===== src/rtl/rocc_cmd_adapter.sv =====
// RoCC command adapter: decodes a command into an accelerator request and pairs each result with its rd tag.
// Latency: 1 cycle from cmd accept to request valid, and 1 cycle from accelerator result to response valid.
// Backpressure: val/rdy on every channel; a full tag FIFO stalls only xd=1 commands, and a held response stalls results.
module rocc_cmd_adapter #(
    parameter int p_rs1bits      = 32,
    parameter int p_rs2bits      = 32,
    parameter int p_rd_data_bits = 32,
    parameter int p_num_tags     = 4
) (
    input  logic                                  clk,
    input  logic                                  reset,
    input  logic                                  cmd_val,
    output logic                                  cmd_rdy,
    input  logic [p_rs2bits+p_rs1bits+32-1:0]     cmd_msg,
    output logic                                  req_val,
    input  logic                                  req_rdy,
    output logic [p_rs1bits-1:0]                  req_rs1,
    output logic [p_rs2bits-1:0]                  req_rs2,
    output logic [6:0]                            req_funct,
    output logic                                  req_xd,
    input  logic                                  accel_resp_val,
    output logic                                  accel_resp_rdy,
    input  logic [p_rd_data_bits-1:0]             accel_resp_data,
    output logic                                  resp_val,
    input  logic                                  resp_rdy,
    output logic [5+p_rd_data_bits-1:0]           resp_msg,
    output logic                                  busy,
    output logic [$clog2(p_num_tags+1)-1:0]       num_outstanding
);
    localparam int MW = p_rs2bits + p_rs1bits + 32;
    localparam int CW = $clog2(p_num_tags + 1);
    localparam int AW = $clog2(p_num_tags);

    typedef struct packed {
        logic [p_rs2bits-1:0] rs2;
        logic [p_rs1bits-1:0] rs1;
        logic [6:0]           funct;
        logic                 xd;
        logic [4:0]           rd;
    } cmd_t;

    typedef struct packed {
        logic [4:0]                rd;
        logic [p_rd_data_bits-1:0] data;
    } resp_t;

    cmd_t            cmd_d;
    cmd_t            cmd_q;
    resp_t           resp_q;
    logic            cmd_full;
    logic            resp_full;
    logic [4:0]      tag_mem [p_num_tags];
    logic [AW-1:0]   wr_ptr;
    logic [AW-1:0]   rd_ptr;
    logic [CW-1:0]   tag_count;

    logic            cmd_fire;
    logic            req_fire;
    logic            tag_push;
    logic            tag_pop;
    logic            tag_space;

    always_comb begin
        cmd_d.rs2   = cmd_msg[MW-1 -: p_rs2bits];
        cmd_d.rs1   = cmd_msg[p_rs1bits+31 -: p_rs1bits];
        cmd_d.funct = cmd_msg[31:25];
        cmd_d.xd    = cmd_msg[14];
        cmd_d.rd    = cmd_msg[11:7];
    end

    // rs1/rs2 register indices and the opcode carry no meaning for the accelerator
    logic unused_inst;
    assign unused_inst = ^{cmd_msg[24:15], cmd_msg[13:12], cmd_msg[6:0]};

    assign tag_space = tag_count < CW'(p_num_tags);
    assign req_val   = cmd_full && (!cmd_q.xd || tag_space);
    assign req_fire  = req_val && req_rdy;
    assign cmd_rdy   = !cmd_full || req_fire;
    assign cmd_fire  = cmd_val && cmd_rdy;
    assign tag_push  = req_fire && cmd_q.xd;

    assign accel_resp_rdy = (tag_count != '0) && (!resp_full || resp_rdy);
    assign tag_pop        = accel_resp_val && accel_resp_rdy;

    assign req_rs1   = cmd_q.rs1;
    assign req_rs2   = cmd_q.rs2;
    assign req_funct = cmd_q.funct;
    assign req_xd    = cmd_q.xd;

    assign resp_val        = resp_full;
    assign resp_msg        = resp_q;
    assign busy            = cmd_full || (tag_count != '0) || resp_full;
    assign num_outstanding = tag_count;

    always_ff @(posedge clk) begin
        if (reset) begin
            cmd_full  <= 1'b0;
            resp_full <= 1'b0;
            wr_ptr    <= '0;
            rd_ptr    <= '0;
            tag_count <= '0;
        end else begin
            if (cmd_fire)
                cmd_full <= 1'b1;
            else if (req_fire)
                cmd_full <= 1'b0;

            // a result landing in the drain cycle keeps the register occupied
            if (tag_pop)
                resp_full <= 1'b1;
            else if (resp_rdy)
                resp_full <= 1'b0;

            if (tag_push)
                wr_ptr <= wr_ptr + AW'(1);
            if (tag_pop)
                rd_ptr <= rd_ptr + AW'(1);

            case ({tag_push, tag_pop})
                2'b10:   tag_count <= tag_count + CW'(1);
                2'b01:   tag_count <= tag_count - CW'(1);
                default: tag_count <= tag_count;
            endcase
        end
    end

    always_ff @(posedge clk) begin
        if (cmd_fire)
            cmd_q <= cmd_d;
        if (tag_push)
            tag_mem[wr_ptr] <= cmd_q.rd;
        if (tag_pop) begin
            resp_q.rd   <= tag_mem[rd_ptr];
            resp_q.data <= accel_resp_data;
        end
    end
endmodule


===== config.mk =====
export PLATFORM = sky130hd
export DESIGN_NAME = rocc_cmd_adapter
export DESIGN_NICKNAME = d
export VERILOG_FILES = /design/src/rtl/rocc_cmd_adapter.sv
export SDC_FILE = /design/constraint.sdc
export NUM_CORES = 1
export LEC_CHECK = 0
export ABC_CLOCK_PERIOD_IN_PS = 3500
export BUFFER_PORTS_ARGS = -buffer_cell sky130_fd_sc_hd__buf_4
export CAP_MARGIN = 25
export CORE_ASPECT_RATIO = 1.2
export CORE_MARGIN = 2
export CORE_UTILIZATION = 46
export DETAILED_ROUTE_END_ITERATION = 7
export GPL_TIMING_DRIVEN = 0
export PLACE_DENSITY_LB_ADDON = 0.08
export SLEW_MARGIN = 20
export SYNTH_ARGS = -nofsm -noshare
export SYNTH_HDL_FRONTEND = slang
export SYNTH_SLANG_ARGS = --single-unit
export TNS_END_PERCENT = 1

===== constraint.sdc =====
create_clock -name clk -period 3.5 [get_ports clk]
set_clock_uncertainty 0.15 [all_clocks]
set_input_delay 0.7 -clock clk [delete_from_list [all_inputs] [get_ports clk]]
set_output_delay 0.7 -clock clk [all_outputs]
set_load 0.05 [all_outputs]

==> results.yml <==
layout:
  n_fill_cell: 785
  final_cell_area_mm2: 0.00774
  regArea_mm2: 0.00420
  drive_above_1_share: 0.662
  diodes: 0
  area_growth_pct: 48.4
  utilization: 0.701
  final_cell_mix: "302 x buf_4, 134 x edfxtp_1, 17 x clkbuf_16"
  nNetsFinal: 659
  multiInputGateArea_um2: 448
  final_common_cell: "buf_4"
floorplan:
  die_h_um: 121
  die_x_um: 101
  rows: 42
  die_area_mm2: 0.0122
  core_mm2: 0.0110
  initial_utilization: 0.473
  boundaryPins: 251
worst_setup_path:
  critPathMaxStageDelay_ns: 0.42
  path_cells: "or3_4 > nand3_1 > inv_2 > ha_1 > fa_1 > xnor2_1 > or3_2 > a21oi_1"
  path_max_fanout: 39
  crit_slowest_cell: "or3_4"
  worstPathRequired_ns: 3.69
  critical_path_class: "reg2reg"
  cp.arrival_ns: 3.10
  crit_path_start_kind: "flop"
  end_kind: "flop"
routing:
  drt_iter0_markers: 96
  drt_first_pass_iters: 4
  wl_mm: 11.0
  ant_nets: 0
  viasPerCell: 4.55
  detail_route.wl_per_cell_um: 16.5
  route.detailed.drc: 0
  num_vias: 3020
timing:
  setup_viol: 0
  tightest_slew_ns: 0.836
  tns_ns: 0
  setup_ws_ns: 0.590
  fmax_mhz: 344
  period_share: 0.832
  maxSlewHeadroom: 0.442
  finalHoldViolCount: 0
  slew_viol_final: 0
  finalWorstPathRequiredPeriod_ns: 2.91
  rsz0062_at_grt: "false"
synth:
  syn_area_mm2: 0.00522
  synth-simple-area-share: 0.0276
  synthAdderAreaFrac: 0.0158
  ys_ff_latch: 143
  synth_cells: 268
  synthesis.nets: 408
  synth-compound-area-share: 0.00576
  avgSynthCellArea_um2: 19.5
  synthXorXnorAreaFrac: 0.00504
  synth_top_family_by_area: "buffers and inverters"
  ys_types: 28
  seq_area_frac_synth: 0.806
  synth_mux_area_frac: 0.0312
  yosys_warnings: 0
clock_tree:
  cts_max_level: 4
  max-clock-path-buffers: 2
  ctsHoldBuffers: 0
  clk_pin_slew_ns: 0.06
  post_cts_buffers: 0
  tritoncts: "yes"
  numCtsBuffers: 17
  cts_root_buf: "clkbuf_16"
  worstSkewPairLatency_ns: 0.40
  cts_resized: 0
  cts_sinks: 143
flow_run:
  drv_cap: 0
global_route:
  grt_overflow: 0
  grt.total_usage: 0.179
  grt_max_degree: 59
  antenna_found_initial: 0
  grt_pass1_vias: 2951
  grt_pass1_wl_mm: 15.6
place:
  routabilityCongestion: 0.765
  dpl.hpwl_mm: 8.25
  dp_slack_ns: 0.341
  numPortBuffers: 231
  dpl_cell_area_mm2: 0.00714
outcome:
  outcome: "finished clean"
pwr:
  peakVddDrop_mv: 0.293
  p_per_area_mw_per_mm2: 595
  power.leakage_nw: 3.28
worst_hold_path:
  hp-class: "in2reg"
report_power, final:
part / internal [mW] / leakage [nW] / switching (mW)
clock: 1.12 / 0.282 / 0.676
combinational: 0.292 / 1.66 / 0.489
sequential: 2.00 / 1.33 / 0.0340
logic make-up after synthesis:
kind of cell / Yosys count
adder cells (fa/ha/maj): 6
XOR/XNOR: 3
flip-flops: 143
AO/OA/AOI/OAI: 5
multiplexers: 9
buffers and inverters: 79
AND/OR/NAND/NOR: 23
flip-flops by register name (all words and copies together) (netlist names):
name	count
cmd_full	1
req_xd	1
num_outstanding	3
resp_msg	37
rd_ptr	2
resp_val	1
req_funct	7
wr_ptr	2
tag_mem	20
req_rs1	32
req_rs2	32
cmd_q	5
stage by stage:
stage	cells	total power [mW]	hold WS (ns)
floorplan	268	2.56	0.309
global placement	631	2.84	0.316
detailed placement	632	2.85	0.343
CTS	664	4.65	0.300
global route	664	4.75	0.294
finish	664	4.60	0.316
cell usage after synthesis:
master	number	area, µm²
a21bo_2	1	10.0
a21oi_1	3	15.0
and2_1	6	37.5
and2_2	1	7.51
and4_4	1	11.3
and4b_2	1	11.3
buf_2	2	10.0
buf_4	71	533
clkbuf_1	1	3.75
dfxtp_1	9	180
edfxtp_1	134	4020
fa_1	1	20.0
ha_1	5	62.6
inv_1	4	15.0
inv_2	1	3.75
mux2_4	2	30.0
mux2i_1	2	20.0
mux4_2	5	113
nand2_1	1	3.75
nand2b_1	1	6.26
nand3_1	1	5.00
nor2_1	6	22.5
nor2b_1	2	12.5
o21ai_0	1	5.00
or3_2	2	15.0
or3_4	1	11.3
xnor2_1	2	17.5
xor2_1	1	8.76
critical path: cells and delay by family, from the launching register on:
family | cells | cell delay [ns]
xor gates and xnor gates | 1 | 0.15
and+or+nand+nor | 3 | 0.97
DFF | 1 | 0.35
AOI/OAI and AO/OA | 1 | 0.14
buffers and inverters | 1 | 0.32
adders and majority gates | 2 | 0.75
layer usage:
| layer | wire [µm] | global-route usage | vias up |
|---|---|---|---|
| li1 | - | - | 1415 |
| met1 | 3640 | 0.179 | 1426 |
| met2 | 5960 | 0.315 | 161 |
| met3 | 1150 | 0.0792 | 18 |
| met4 | 222 | 0.0794 | 0 |
| met5 | 0 | 0 | - |
area by class of cell:
cell class	count	area share
Clock buffer	17	0.0550
Sequential cell	143	0.543
Clock inverter	15	0.0220
Buffer	74	0.0706
Timing Repair Buffer	232	0.228
Tap cell	132	0.0213
Multi-Input combinational cell	46	0.0579
Inverter	5	0.00242
path summary, 6_finish.rpt:
| path | slack, ns | to | startpoint | cells past startpoint |
|---|---|---|---|---|
| worst max-delay path | 0.59 | num_outstanding[2] | num_outstanding[2] | 8 |
| worst min-delay path | 0.32 | cmd_q[0] | cmd_msg[7] | 1 |
| worst max register to register | 0.59 | num_outstanding[2] | num_outstanding[2] | 8 |
| worst min register to register | 0.35 | tag_mem[2][0] | cmd_q[0] | 0 |
Note: power is estimated with default switching activity, not from simulation.
